**config.mk**
```make
export PLATFORM = sky130hd
export DESIGN_NAME = dmem_arbiter_flat
export DESIGN_NICKNAME = d
export VERILOG_FILES = /design/src/rtl/dmem_arbiter_if.sv /design/src/rtl/dmem_arbiter.sv /design/src/flat_wrapper.sv
export SDC_FILE = /design/constraint.sdc
export NUM_CORES = 1
export LEC_CHECK = 0
export ABC_AREA = 1
export CORE_ASPECT_RATIO = 0.9
export CORE_MARGIN = 4
export CORE_UTILIZATION = 36
export DETAILED_ROUTE_END_ITERATION = 10
export PLACE_DENSITY_LB_ADDON = 0.1
export SETUP_SLACK_MARGIN = 0.05
export SLEW_MARGIN = 15
export SYNTH_ARGS = -nofsm -noshare
export SYNTH_HDL_FRONTEND = slang
export SYNTH_SLANG_ARGS = --single-unit
```
**constraint.sdc**
```tcl
create_clock -name clk -period 1.7 [get_ports clk]
set_input_delay 0.17 -clock clk [delete_from_list [all_inputs] [get_ports clk]]
set_output_delay 0.17 -clock clk [all_outputs]
set_load 0.01 [all_outputs]
```
**src/rtl/dmem_arbiter_if.sv**
```systemverilog
`default_nettype none
// ============================================================================
// Module      : dmem_arbiter_if
// Description : Bundles the MEM-stage, host and data-memory signals handled
//               by the data-memory arbiter.
// Revision    : 1.0 - initial release
// ============================================================================
interface dmem_arbiter_if #(
    parameter int ARQ      = 16,
    parameter int MEM_ADDR = 10
);
    // MEM-stage side
    logic                cpu_rd;
    logic                cpu_wr;
    logic [MEM_ADDR-1:0] cpu_addr;
    logic [ARQ-1:0]      cpu_wdata;
    logic [ARQ-1:0]      cpu_rdata;
    logic                cpu_stall;

    // Host side
    logic                host_req;
    logic                host_we;
    logic                host_lock;
    logic [MEM_ADDR-1:0] host_addr;
    logic [ARQ-1:0]      host_wdata;
    logic                host_gnt;
    logic                host_rvalid;
    logic [ARQ-1:0]      host_rdata;

    // Data-memory side
    logic                mem_rd_en;
    logic                mem_wr_en;
    logic [MEM_ADDR-1:0] mem_addr;
    logic [ARQ-1:0]      mem_wdata;
    logic [ARQ-1:0]      mem_rdata;

    // Arbiter view
    modport slave (
        input  cpu_rd, cpu_wr, cpu_addr, cpu_wdata,
        input  host_req, host_we, host_lock, host_addr, host_wdata,
        input  mem_rdata,
        output cpu_rdata, cpu_stall,
        output host_gnt, host_rvalid, host_rdata,
        output mem_rd_en, mem_wr_en, mem_addr, mem_wdata
    );

    // Requesters and memory view
    modport master (
        output cpu_rd, cpu_wr, cpu_addr, cpu_wdata,
        output host_req, host_we, host_lock, host_addr, host_wdata,
        output mem_rdata,
        input  cpu_rdata, cpu_stall,
        input  host_gnt, host_rvalid, host_rdata,
        input  mem_rd_en, mem_wr_en, mem_addr, mem_wdata
    );
endinterface
`default_nettype wire

```
**src/rtl/dmem_arbiter.sv**
```systemverilog
`default_nettype none
// ============================================================================
// Module      : dmem_arbiter
// Description : Per-cycle arbiter sharing the single-port data memory between
//               the pipeline MEM stage and a host port, with starvation
//               guard, host burst lock and read-data return routing.
// Revision    : 1.0 - initial release
// ============================================================================
module dmem_arbiter #(
    parameter int ARQ        = 16,
    parameter int MEM_ADDR   = 10,
    parameter int STARVE_LIM = 4
) (
    input  wire logic       clk,
    input  wire logic       rst,
    dmem_arbiter_if.slave   bus
);

    typedef enum logic [0:0] {
        ST_SHARED = 1'b0,
        ST_LOCK   = 1'b1
    } state_t;

    typedef enum logic [1:0] {
        OWN_NONE = 2'd0,
        OWN_CPU  = 2'd1,
        OWN_HOST = 2'd2
    } owner_t;

    localparam logic [3:0]          c_starve_lim = 4'(STARVE_LIM);
    localparam logic [3:0]          c_wait_max   = 4'hF;
    localparam logic [ARQ-1:0]      c_zero_data  = '0;
    localparam logic [MEM_ADDR-1:0] c_zero_addr  = '0;

    state_t              r_state;
    owner_t              r_rd_owner;
    logic [3:0]          r_wait_cnt;
    logic                r_host_rvalid;
    logic [ARQ-1:0]      r_host_rdata;
    logic [ARQ-1:0]      r_cpu_rdata;

    logic                w_cpu_req;
    logic                w_cpu_win;
    logic                w_host_win;
    logic                w_mem_rd_en;
    logic                w_mem_wr_en;
    logic [MEM_ADDR-1:0] w_mem_addr;
    logic [ARQ-1:0]      w_mem_wdata;

    assign w_cpu_req = bus.cpu_rd | bus.cpu_wr;

    // Grant decision; everything is forced idle while reset is held.
    always_comb begin
        w_cpu_win  = 1'b0;
        w_host_win = 1'b0;
        if (!rst) begin
            if (r_state == ST_LOCK) begin
                w_host_win = bus.host_req;
            end else begin
                w_cpu_win  = w_cpu_req &&
                             (!bus.host_req || (r_wait_cnt < c_starve_lim));
                w_host_win = bus.host_req && !w_cpu_win;
            end
        end
    end

    // A simultaneous cpu_rd/cpu_wr is treated as a write.
    always_comb begin
        w_mem_rd_en = 1'b0;
        w_mem_wr_en = 1'b0;
        w_mem_addr  = c_zero_addr;
        w_mem_wdata = c_zero_data;
        if (w_cpu_win) begin
            w_mem_wr_en = bus.cpu_wr;
            w_mem_rd_en = !bus.cpu_wr;
            w_mem_addr  = bus.cpu_addr;
            w_mem_wdata = bus.cpu_wdata;
        end else if (w_host_win) begin
            w_mem_wr_en = bus.host_we;
            w_mem_rd_en = !bus.host_we;
            w_mem_addr  = bus.host_addr;
            w_mem_wdata = bus.host_wdata;
        end
    end

    assign bus.cpu_stall   = !rst && w_cpu_req && !w_cpu_win;
    assign bus.host_gnt    = w_host_win;
    assign bus.mem_rd_en   = w_mem_rd_en;
    assign bus.mem_wr_en   = w_mem_wr_en;
    assign bus.mem_addr    = w_mem_addr;
    assign bus.mem_wdata   = w_mem_wdata;
    assign bus.cpu_rdata   = r_cpu_rdata;
    assign bus.host_rvalid = r_host_rvalid;
    assign bus.host_rdata  = r_host_rdata;

    always_ff @(posedge clk) begin
        if (rst) begin
            r_state       <= ST_SHARED;
            r_wait_cnt    <= 4'd0;
            r_rd_owner    <= OWN_NONE;
            r_host_rvalid <= 1'b0;
            r_host_rdata  <= c_zero_data;
            r_cpu_rdata   <= c_zero_data;
        end else begin
            if (r_state == ST_SHARED) begin
                if (w_host_win && bus.host_lock) begin
                    r_state <= ST_LOCK;
                end
            end else if (!bus.host_lock) begin
                r_state <= ST_SHARED;
            end

            // Counts host cycles lost to the CPU; saturates rather than wraps.
            if (bus.host_req && w_cpu_win) begin
                if (r_wait_cnt != c_wait_max) begin
                    r_wait_cnt <= r_wait_cnt + 4'd1;
                end
            end else begin
                r_wait_cnt <= 4'd0;
            end

            if (w_mem_rd_en) begin
                r_rd_owner <= w_cpu_win ? OWN_CPU : OWN_HOST;
            end else begin
                r_rd_owner <= OWN_NONE;
            end

            // mem_rdata belongs to the read issued one cycle earlier.
            r_host_rvalid <= (r_rd_owner == OWN_HOST);
            if (r_rd_owner == OWN_HOST) begin
                r_host_rdata <= bus.mem_rdata;
            end
            if (r_rd_owner == OWN_CPU) begin
                r_cpu_rdata <= bus.mem_rdata;
            end
        end
    end

endmodule
`default_nettype wire

```
**src/flat_wrapper.sv**
```systemverilog
// flat-port wrapper written by rule: the top's interface ports become plain ports
module dmem_arbiter_flat 
#(
    parameter int ARQ        = 16,
    parameter int MEM_ADDR   = 10,
    parameter int STARVE_LIM = 4
)
  (clk, rst, bus_cpu_rd, bus_cpu_wr, bus_cpu_addr, bus_cpu_wdata, bus_host_req, bus_host_we, bus_host_lock, bus_host_addr, bus_host_wdata, bus_mem_rdata, bus_cpu_rdata, bus_cpu_stall, bus_host_gnt, bus_host_rvalid, bus_host_rdata, bus_mem_rd_en, bus_mem_wr_en, bus_mem_addr, bus_mem_wdata);
  dmem_arbiter_if #(.ARQ(ARQ), .MEM_ADDR(MEM_ADDR)) bus_i ();
  input  wire logic clk;
  input  wire logic rst;
  input wire logic [$bits(bus_i.cpu_rd)-1:0] bus_cpu_rd;
  input wire logic [$bits(bus_i.cpu_wr)-1:0] bus_cpu_wr;
  input wire logic [$bits(bus_i.cpu_addr)-1:0] bus_cpu_addr;
  input wire logic [$bits(bus_i.cpu_wdata)-1:0] bus_cpu_wdata;
  input wire logic [$bits(bus_i.host_req)-1:0] bus_host_req;
  input wire logic [$bits(bus_i.host_we)-1:0] bus_host_we;
  input wire logic [$bits(bus_i.host_lock)-1:0] bus_host_lock;
  input wire logic [$bits(bus_i.host_addr)-1:0] bus_host_addr;
  input wire logic [$bits(bus_i.host_wdata)-1:0] bus_host_wdata;
  input wire logic [$bits(bus_i.mem_rdata)-1:0] bus_mem_rdata;
  output wire logic [$bits(bus_i.cpu_rdata)-1:0] bus_cpu_rdata;
  output wire logic [$bits(bus_i.cpu_stall)-1:0] bus_cpu_stall;
  output wire logic [$bits(bus_i.host_gnt)-1:0] bus_host_gnt;
  output wire logic [$bits(bus_i.host_rvalid)-1:0] bus_host_rvalid;
  output wire logic [$bits(bus_i.host_rdata)-1:0] bus_host_rdata;
  output wire logic [$bits(bus_i.mem_rd_en)-1:0] bus_mem_rd_en;
  output wire logic [$bits(bus_i.mem_wr_en)-1:0] bus_mem_wr_en;
  output wire logic [$bits(bus_i.mem_addr)-1:0] bus_mem_addr;
  output wire logic [$bits(bus_i.mem_wdata)-1:0] bus_mem_wdata;
  assign bus_i.cpu_rd = bus_cpu_rd;
  assign bus_i.cpu_wr = bus_cpu_wr;
  assign bus_i.cpu_addr = bus_cpu_addr;
  assign bus_i.cpu_wdata = bus_cpu_wdata;
  assign bus_i.host_req = bus_host_req;
  assign bus_i.host_we = bus_host_we;
  assign bus_i.host_lock = bus_host_lock;
  assign bus_i.host_addr = bus_host_addr;
  assign bus_i.host_wdata = bus_host_wdata;
  assign bus_i.mem_rdata = bus_mem_rdata;
  assign bus_cpu_rdata = bus_i.cpu_rdata;
  assign bus_cpu_stall = bus_i.cpu_stall;
  assign bus_host_gnt = bus_i.host_gnt;
  assign bus_host_rvalid = bus_i.host_rvalid;
  assign bus_host_rdata = bus_i.host_rdata;
  assign bus_mem_rd_en = bus_i.mem_rd_en;
  assign bus_mem_wr_en = bus_i.mem_wr_en;
  assign bus_mem_addr = bus_i.mem_addr;
  assign bus_mem_wdata = bus_i.mem_wdata;
  dmem_arbiter #(.ARQ(ARQ), .MEM_ADDR(MEM_ADDR), .STARVE_LIM(STARVE_LIM)) u_core (.clk(clk), .rst(rst), .bus(bus_i));
endmodule
```
==> results.yml, run 1 <==
flow_run:
  cap_violations: 0
worst_setup_path:
  required_ns: 1.53
  cp-endpoint: "bus_mem_addr[3]"
  path_cells: "o21ai_4 -> buf_6 -> nand2_4 -> buf_6 -> buf_6 -> nand3_2 -> nand2_1 -> buf_2"
  slowest_delay_ns: 0.34
  crit_buf_inv: 4
  reg2regPathDepth: 5
  arrival_ns: 1.50
  cp_max_fo: 6
  cpLargestDelayFamily: "buffers and inverters"
  start_kind: "flop"
  crit_start: "u_core.r_wait_cnt[2]"
  r2r-start: "u_core.r_rd_owner[0]"
  crit_path_frequent_cell: "buf_6"
  cp_num_cells: 8
  critPathSlowestCell: "dfxtp_2"
  criticalPathCategory: "reg2out"
  cp-end-kind: "output pin"
  r2r-end: "u_core.bus.host_rdata[11]"
  r2r_setup_slack_ns: 0.61
yosys:
  synth_top_family_by_area: "simple AND/OR/NAND/NOR gates"
  yosysSeqAreaShare: 0.441
  syn_nets: 346
  ys_types: 23
  syn_inst: 270
  avgSynthCellArea_um2: 6.72
  synth-xor-area-share: 0.00965
  synth_compound_area_frac: 0.104
  syn-cell-area_um2: 1820
  synth_top_area_cell: "dfxtp_1"
  synth_area_leaders: "dfxtp_1 (44%), nor2_1 (14%), nand2_1 (12%), o21ai_0 (8.8%), nand3_1 (8.3%)"
  synth_fa_ha_area_frac: 0.00689
  synth.area.mux_share: 0
  synth_top_area_frac: 0.441
  yosysWarnings: 0
  ys_ff_latch: 40
  synthSimpleGateAreaFrac: 0.369
drt:
  drc: 0
  wl_um: 6640
  wl_per_cell_um: 13.5
  vias: 2283
  viasPerCell: 4.66
  ant_nets: 0
  first_iter_violations: 111
  dr.pass1.iters: 4
finish:
  syn_to_final_growth_pct: 94.3
  nNetsFinal: 501
  final_area_um2: 3530
  drive_gt1_frac: 0.195
  antennaDiodeCount: 0
  mostFrequentLayoutCell: "clkdlybuf4s50_1"
  utilization: 0.725
  layout_common_cells: "clkdlybuf4s50_1 (103), nor2_1 (67), nand2_1 (56)"
die:
  dieArea_um2: 6240
  fp.dieW_um: 82.9
  start_util: 0.373
  boundaryPins: 138
  core-area_um2: 4860
  rows: 24
  die-height_um: 75.4
cts:
  clock_path_buffers: 2
  cts-root-buf: "clkbuf_8"
  clock-sinks: 40
  clk_pin_slew_worst_paths_ns: 0.07
  cts-htree-levels: 2
  clkLatencyLatePin_ns: 0.29
  hold_buffers: 0
  cts_tree: "built"
  cts-buffers-inserted: 5
min_path:
  hp-start: "bus_cpu_wr"
  hold_path.class: "in2reg"
placement:
  hpwlAfterDp_um: 4700
  placedInstanceArea_um2: 3310
  gp_congestion: 0.738
  port_buffers: 137
grt:
  grt_overflow: 0
  grt_max_degree: 34
  grt_pass1_wl_um: 9880
  first_global_vias: 2145
  antenna_found_initial: 0
  grt_usage: 0.194
timing:
  relSlewSlack: 0.652
  timing.fmax_ghz: 0.598
  min_period_over_period: 0.984
  hold_viol_final: 0
  worst_slew_pin_slew_ns: 0.521
  report.final.slew_viol_count: 0
  rsz0062_at_grt: "true"
  fin_crit_ns: 1.67
  setup_violations: 0
  setup-tns-final_ns: 0
  skew_ns: 0.00400
status:
  status: "finished, final reports clean"
pwr:
  ir_worst_vdd_mv: 0.662
  p_leak_nw: 1.62
  power_density_nw_per_um2: 636
-- Yosys cell counts --
| master | count |
|---|---|
| a21oi_1 | 3 |
| buf_1 | 3 |
| buf_2 | 5 |
| buf_4 | 1 |
| buf_6 | 2 |
| clkbuf_1 | 4 |
| conb_1 | 1 |
| dfxtp_1 | 40 |
| ha_1 | 1 |
| inv_1 | 10 |
| inv_2 | 1 |
| nand2_1 | 59 |
| nand3_1 | 30 |
| nand3_2 | 1 |
| nand4_1 | 1 |
| nor2_1 | 68 |
| nor2_2 | 3 |
| nor3b_1 | 1 |
| o21ai_0 | 32 |
| o21ai_1 | 1 |
| o21ai_2 | 1 |
| xnor2_1 | 1 |
| xor2_1 | 1 |
-- sequential cells by signal, indices dropped and copies added (netlist names) --
register	count
u_core.bus.cpu_rdata	16
u_core.bus.host_rdata	16
u_core.bus.host_rvalid	1
u_core.r_rd_owner	2
u_core.r_state	1
u_core.r_wait_cnt	4
-- layout make-up --
class                      count  area, µm²
inverter                      11       46.3
clock buffer                   6       72.6
sequential                    40        805
multi-input combinational    204        970
clock inverter                 1       5.00
tap                           65       81.3
timing repair buffer         163       1550
fill                         428       1340
-- cells by family (layout without fill, tap and decap cells) --
kind of cell	Yosys count	after routing
other	1	1
adders and majority gates	1	1
and+or+nand+nor	163	163
AOI/OAI and AO/OA	37	37
xor gates and xnor gates	2	2
DFF	40	40
buffers and inverters	26	181
-- stage by stage --
stage                     hold slack, ns  cells  setup WS [ns]  total power, mW
after floorplan                    0.242    270          0.478             1.24
after global placement             0.462    471         -0.341             1.64
after detailed placement           0.460    471         -0.388             1.64
after CTS                          0.305    485         0.0267             2.23
after global routing               0.314    490        -0.0376             2.36
final                              0.312    490         0.0264             2.24
-- worst register-to-register path, stage by stage, from the launching register on --
cell	delay [ns]
dfxtp_1	0.30
inv_1	0.07
nand2_1	0.06
inv_1	0.39
nor2_1	0.08
nor2_1	0.12
-- how the worst min path moves through the flow --
stage / endpoint / depth (start not counted)
2_1_floorplan: u_core.bus.host_rvalid / 1
3_3_place_gp: u_core.bus.host_rdata[12] / 2
3_5_place_dp: u_core.r_state / 2
4_1_cts: u_core.r_rd_owner[0] / 3
5_1_grt: u_core.r_rd_owner[0] / 3
6_report: u_core.r_rd_owner[0] / 3
-- metal layers --
metal,track usage,routed length [µm],vias to the layer above
met4,0.0617,152,0
met2,0.355,3450,75
met1,0.223,2700,1021
met3,0.0573,338,16
li1,-,-,1171
met5,0,0,-
-- report_power, final --
part | total, mW | internal (mW) | switching [mW]
Sequential | 1.00 | 0.980 | 0.0213
Clock | 0.577 | 0.279 | 0.299
Combinational | 0.665 | 0.383 | 0.281
-- what timing repair did --
item | CTS | global route
resized for setup | 133 | 20
cloned | 1 | 2
buffers inserted | 6 | 3
endpoints found under the setup margin | 30 | 29
pin swaps | 9 | 3
(Power assumes the default switching activity.)
==> run 2: changes to the inputs <==
--- a/config.mk
+++ b/config.mk
@@ -5,10 +5,10 @@
 export SDC_FILE = /design/constraint.sdc
 export NUM_CORES = 1
 export LEC_CHECK = 0
-export ABC_AREA = 1
+export CAP_MARGIN = 20
 export CORE_ASPECT_RATIO = 0.9
 export CORE_MARGIN = 4
-export CORE_UTILIZATION = 36
+export CORE_UTILIZATION = 40
 export DETAILED_ROUTE_END_ITERATION = 10
 export PLACE_DENSITY_LB_ADDON = 0.1
 export SETUP_SLACK_MARGIN = 0.05
==> results.yml, run 2 <==
status:
  status: "finished with violations"
  violations: "negative setup slack"
worst_setup_path:
  arrival_ns: 1.65
  start_kind: "flop"
  cp-end-kind: "output pin"
  cp_max_fo: 7
  criticalPathCategory: "reg2out"
  required_ns: 1.53
yosys:
  avgSynthCellArea_um2: 8.69
  synth_top_area_cell: "dfxtp_1"
  syn_inst: 249
  synth_top_area_frac: 0.370
  yosysSeqAreaShare: 0.370
  yosysMostFrequentCell: "nand2_1"
  ys_types: 29
  synth-edff-count: 0
  synthFlopType: "dfxtp_1"
  async_flop_share: 0
  syn_nets: 325
  yosysWarnings: 0
  synth_common_cells: "nand2_1 (64), dfxtp_1 (40), a21oi_1 (33)"
  syn-cell-area_um2: 2160
  ys_ff_latch: 40
  synth_area_leaders: "dfxtp_1 (37%), nor4b_2 (13%), nand2_1 (11%), a31o_1 (11%), a21oi_1 (7.6%)"
drt:
  viasPerCell: 5.08
  ant_nets: 0
  wl_per_cell_um: 15.8
  first_iter_violations: 104
  dr.pass1.iters: 4
  drc: 0
  wl_um: 7310
  vias: 2346
timing:
  relSlewSlack: 0.591
  min_period_over_period: 1.07
  rsz0062_at_grt: "true"
  skew_ns: 0.0102
  report.final.slew_viol_count: 0
  worst_slew_pin_slew_ns: 0.613
  timing.fmax_ghz: 0.548
  fin_ws_ns: -0.123
  hold_slack_ns: 0.411
  hold_viol_final: 0
  fin_crit_ns: 1.82
  setup_violations: 29
cts:
  clock_path_buffers: 2
  cts-htree-levels: 2
  clock-sinks: 40
  cts-buffers-inserted: 5
  cts-root-buf: "clkbuf_8"
  clk_pin_slew_worst_paths_ns: 0.08
  clkLatencyLatePin_ns: 0.29
  hold_buffers: 0
  cts_tree: "built"
placement:
  hpwlAfterDp_um: 5020
  port_buffers: 137
  gp_congestion: 0.779
grt:
  grt_use_met3: 0.0488
  grt_max_degree: 35
  antenna_found_initial: 0
  first_global_vias: 2404
  top_usage_layer: "met2"
  grt_pass1_wl_um: 11800
  met1_usage: 0.256
  grt_usage: 0.217
  grt_overflow: 0
  met2_usage: 0.398
die:
  boundaryPins: 138
  fp.dieW_um: 85.5
  rows: 25
  core-area_um2: 5260
  start_util: 0.412
  dieArea_um2: 6650
  die-height_um: 77.8
min_path:
  hold_path.class: "in2reg"
finish:
  fillCellCount: 422
  antennaDiodeCount: 0
  utilization: 0.749
  mostFrequentLayoutCell: "clkdlybuf4s50_1"
  drive_gt1_frac: 0.266
  nNetsFinal: 470
  syn_to_final_growth_pct: 81.9
  layout_common_cells: "clkdlybuf4s50_1 (106), nand2_1 (64), dfxtp_1 (38)"
pwr:
  power_density_nw_per_um2: 701
  p_leak_nw: 1.49
  ir_worst_vdd_mv: 0.587
flow_run:
  cap_violations: 0
==> run 2: cell types whose count changed in the layout (fill, tap and decap cells not counted), moves of 9 or more <==
cell	delta
nor2_1	-63
o21ai_0	-31
a21oi_1	+30
a31o_1	+27
nand3_1	-20
nor4b_2	+18
nand3_2	-10
inv_1	-9
==> run 2: kinds of logic after synthesis <==
| family | Yosys count | synth area share |
|---|---|---|
| flip-flops | 40 | 0.370 |
| adder cells (fa/ha/maj) | 1 | 0.00578 |
| AND/OR/NAND/NOR | 110 | 0.330 |
| buffers and inverters | 30 | 0.0792 |
| XOR/XNOR | 1 | 0.00405 |
| other | 1 | 0.00173 |
| AO/OA/AOI/OAI | 65 | 0.205 |
| multiplexers | 1 | 0.00463 |
==> run 2: metrics by stage <==
stage	worst slack, ns	instances	setup TNS [ns]	power, mW	cell area (µm²)
floorplan	0.284	249	0	1.29	2160
global placement	-0.407	446	-10.63	1.66	3640
detailed placement	-0.430	446	-11.56	1.67	3640
CTS	-0.110	460	-2.34	2.75	3870
global route	-0.181	462	-4.39	2.87	3940
finish	-0.123	462	-2.48	2.76	3940
==> run 2: routing by layer <==
metal  wire (µm)  share of wire  vias to the layer above
met5           0              0                        -
met4          98          0.013                        0
met3         409          0.056                       11
met2        3830           0.52                       64
met1        2970           0.41                     1099
li1            -              -                     1172
==> run 2: area by class of cell <==
| class | count | area [µm²] | share of cell area |
|---|---|---|---|
| Clock buffer | 5 | 68.8 | 0.0175 |
| Clock inverter | 3 | 90.1 | 0.0229 |
| Inverter | 2 | 7.51 | 0.00191 |
| Multi-Input combinational cell | 179 | 1350 | 0.343 |
| Sequential cell | 40 | 803 | 0.204 |
| Tap cell | 67 | 83.8 | 0.0213 |
| Timing Repair Buffer | 166 | 1530 | 0.390 |
==> run 2: repair_timing <==
item / 4_1_cts / 5_1_grt
cloned: 4 / 0
resized for setup: 153 / 9
pin swaps: 32 / 4
buffers inserted: 2 / 2
setup endpoints to repair: 30 / 30
==> run 2: worst max-delay path, stage by stage, from the launching register on <==
cell and delay, ns:
dfxtp_2 0.32, o21a_1 0.22, or2_4 0.33, buf_6 0.16, a31o_1 0.20, buf_2 0.14
==> run 2: worst paths after layout <==
path	start	end	slack, ns	cells after the start
max	u_core.r_wait_cnt[2]	bus_mem_wr_en	-0.12	5
min reg2reg	u_core.bus.host_rdata[15]	u_core.bus.host_rdata[15]	0.45	2
max reg2reg	u_core.r_wait_cnt[2]	u_core.r_wait_cnt[2]	0.15	6
min	rst	u_core.bus.cpu_rdata[15]	0.41	3
==> run 2: power by group <==
part | leakage (nW) | internal (mW) | switching [mW]
registers | 0.325 | 0.966 | 0.0152
logic | 1.08 | 0.411 | 0.304
clock network | 0.0784 | 0.734 | 0.328
total | 1.49 | 2.11 | 0.647
==> run 3: changes to the inputs <==
--- a/config.mk
+++ b/config.mk
@@ -8,7 +8,7 @@
 export CAP_MARGIN = 20
 export CORE_ASPECT_RATIO = 0.9
 export CORE_MARGIN = 4
-export CORE_UTILIZATION = 40
+export CORE_UTILIZATION = 33
 export DETAILED_ROUTE_END_ITERATION = 10
 export PLACE_DENSITY_LB_ADDON = 0.1
 export SETUP_SLACK_MARGIN = 0.05
==> constraint.sdc (replaced) <==
create_clock -name clk -period 1.5 [get_ports clk]
set_input_delay 0.15 -clock clk [delete_from_list [all_inputs] [get_ports clk]]
set_output_delay 0.15 -clock clk [all_outputs]
set_load 0.01 [all_outputs]
==> results.yml, run 3 (same netlist as run 2, synthesis figures left out) <==
pwr:
  p_clk_frac: 0.253
  power.internal_mw: 1.88
  power_density_nw_per_um2: 653
  p_comb_frac: 0.315
  ir_worst_vdd_mv: 0.339
  pwr-share-seq: 0.432
  p_leak_nw: 1.49
  swShare: 0.267
  p_sw_mw: 0.688
  finalPower_mw: 2.57
placement:
  port_buffers: 137
  gp_congestion: 0.789
  post-place-ws_ns: -0.665
  placedCellCount: 474
  placedInstanceArea_um2: 3720
  hpwlAfterDp_um: 5390
timing:
  setup-tns-final_ns: -6.70
  report.final.slew_viol_count: 0
  min_period_over_period: 1.18
  timing.fmax_ghz: 0.566
  skew_ns: 0.00481
  rsz0062_at_grt: "true"
  hold_slack_ns: 0.215
  hold_viol_final: 0
  fin_crit_ns: 1.77
  setup_violations: 29
  fin_ws_ns: -0.266
finish:
  syn_to_final_growth_pct: 82.1
  mostFrequentLayoutCell: "clkdlybuf4s50_1"
  utilization: 0.630
  drive_gt1_frac: 0.277
  fillCellCount: 556
  nNetsFinal: 473
  layout_common_cells: "clkdlybuf4s50_1 (103), nand2_1 (64), dfxtp_1 (37)"
  antennaDiodeCount: 0
  final_area_um2: 3940
  stdcell_count: 484
  multi_input_area_um2: 1360
  regArea_um2: 805
grt:
  grt_max_degree: 23
  grt_pass1_wl_um: 11300
  first_global_vias: 2427
  grt_usage: 0.174
  antenna_found_initial: 0
  grt_overflow: 0
cts:
  clock_path_buffers: 2
  cts-buffers-inserted: 5
  cts-root-buf: "clkbuf_8"
  clock-sinks: 40
  hold_buffers: 0
  cts-htree-levels: 2
  clk_pin_slew_worst_paths_ns: 0.07
  cts_tree: "built"
  clkLatencyLatePin_ns: 0.28
drt:
  viasPerCell: 4.86
  first_iter_violations: 44
  wl_per_cell_um: 14.5
  drc: 0
  dr.pass1.iters: 5
  vias: 2353
  wl_um: 7040
  ant_nets: 0
worst_setup_path:
  path_cells: "o21a_4 -> or2_4 -> buf_12 -> a31o_1 -> buf_2"
  criticalPathCategory: "reg2out"
  slowest_delay_ns: 0.33
  cpLargestDelayFamily: "compound AO/OA/AOI/OAI gates"
  cp_max_fo: 17
  critPathSlowestCell: "dfxtp_2"
  required_ns: 1.35
  arrival_ns: 1.62
  cp-end-kind: "output pin"
  start_kind: "flop"
  crit_buf_inv: 2
die:
  fp.dieW_um: 93.3
  dieArea_um2: 7920
  boundaryPins: 138
  start_util: 0.346
  die-height_um: 84.8
  core-area_um2: 6250
  rows: 27
status:
  status: "finished with violations"
  violations: "negative setup slack"
min_path:
  hold_path.class: "in2reg"
flow_run:
  cap_violations: 0
-- run 3: cell types whose count changed in the layout (fill, tap and decap cells not counted), sizes merged --
cell           delta
buf               +3
bufinv            -3
clkdlybuf4s50     -3
dlygate4sd2       +3
clkbuf            +1
clkinv            +1
-- run 3: path summary, 6_finish.rpt --
check | slack, ns | start | depth (start not counted) | endpoint
worst max-delay path | -0.27 | u_core.r_wait_cnt[3] | 5 | bus_mem_addr[0]
worst min-delay path | 0.21 | rst | 2 | u_core.r_rd_owner[0]
worst max register to register | 0.14 | u_core.r_wait_cnt[3] | 5 | u_core.r_rd_owner[0]
worst min register to register | 0.45 | u_core.bus.host_rdata[3] | 2 | u_core.bus.host_rdata[3]
-- run 3: layout make-up --
cell class,instances,share of cell area
clock buffer,6,0.0184
timing repair buffer,169,0.401
multi-input combinational,179,0.346
clock inverter,1,0.00127
sequential,40,0.204
inverter,2,0.00191
tap,87,0.0276
-- run 3: what timing repair did --
item	CTS	global route
pin swaps	13	5
resized for setup	159	16
setup buffers	3	0
endpoints found under the setup margin	30	30
gates cloned	1	0
-- run 3: layer usage --
layer	track usage	share of wire	up-vias	wire length, µm
li1	-	-	1167	-
met1	0.201	0.40	1074	2840
met2	0.299	0.48	106	3360
met3	0.0674	0.11	6	756
met4	0.0439	0.010	0	72
met5	0	0	-	0
-- run 3: power groups by stage --
| stage | Sequential (mW) | Clock, mW | Combinational, mW |
|---|---|---|---|
| floorplan | 1.15 | 0 | 0.312 |
| global placement | 1.14 | 0 | 0.759 |
| detailed placement | 1.14 | 0 | 0.765 |
| CTS | 1.11 | 0.685 | 0.783 |
| global route | 1.12 | 0.721 | 0.869 |
| finish | 1.11 | 0.650 | 0.810 |
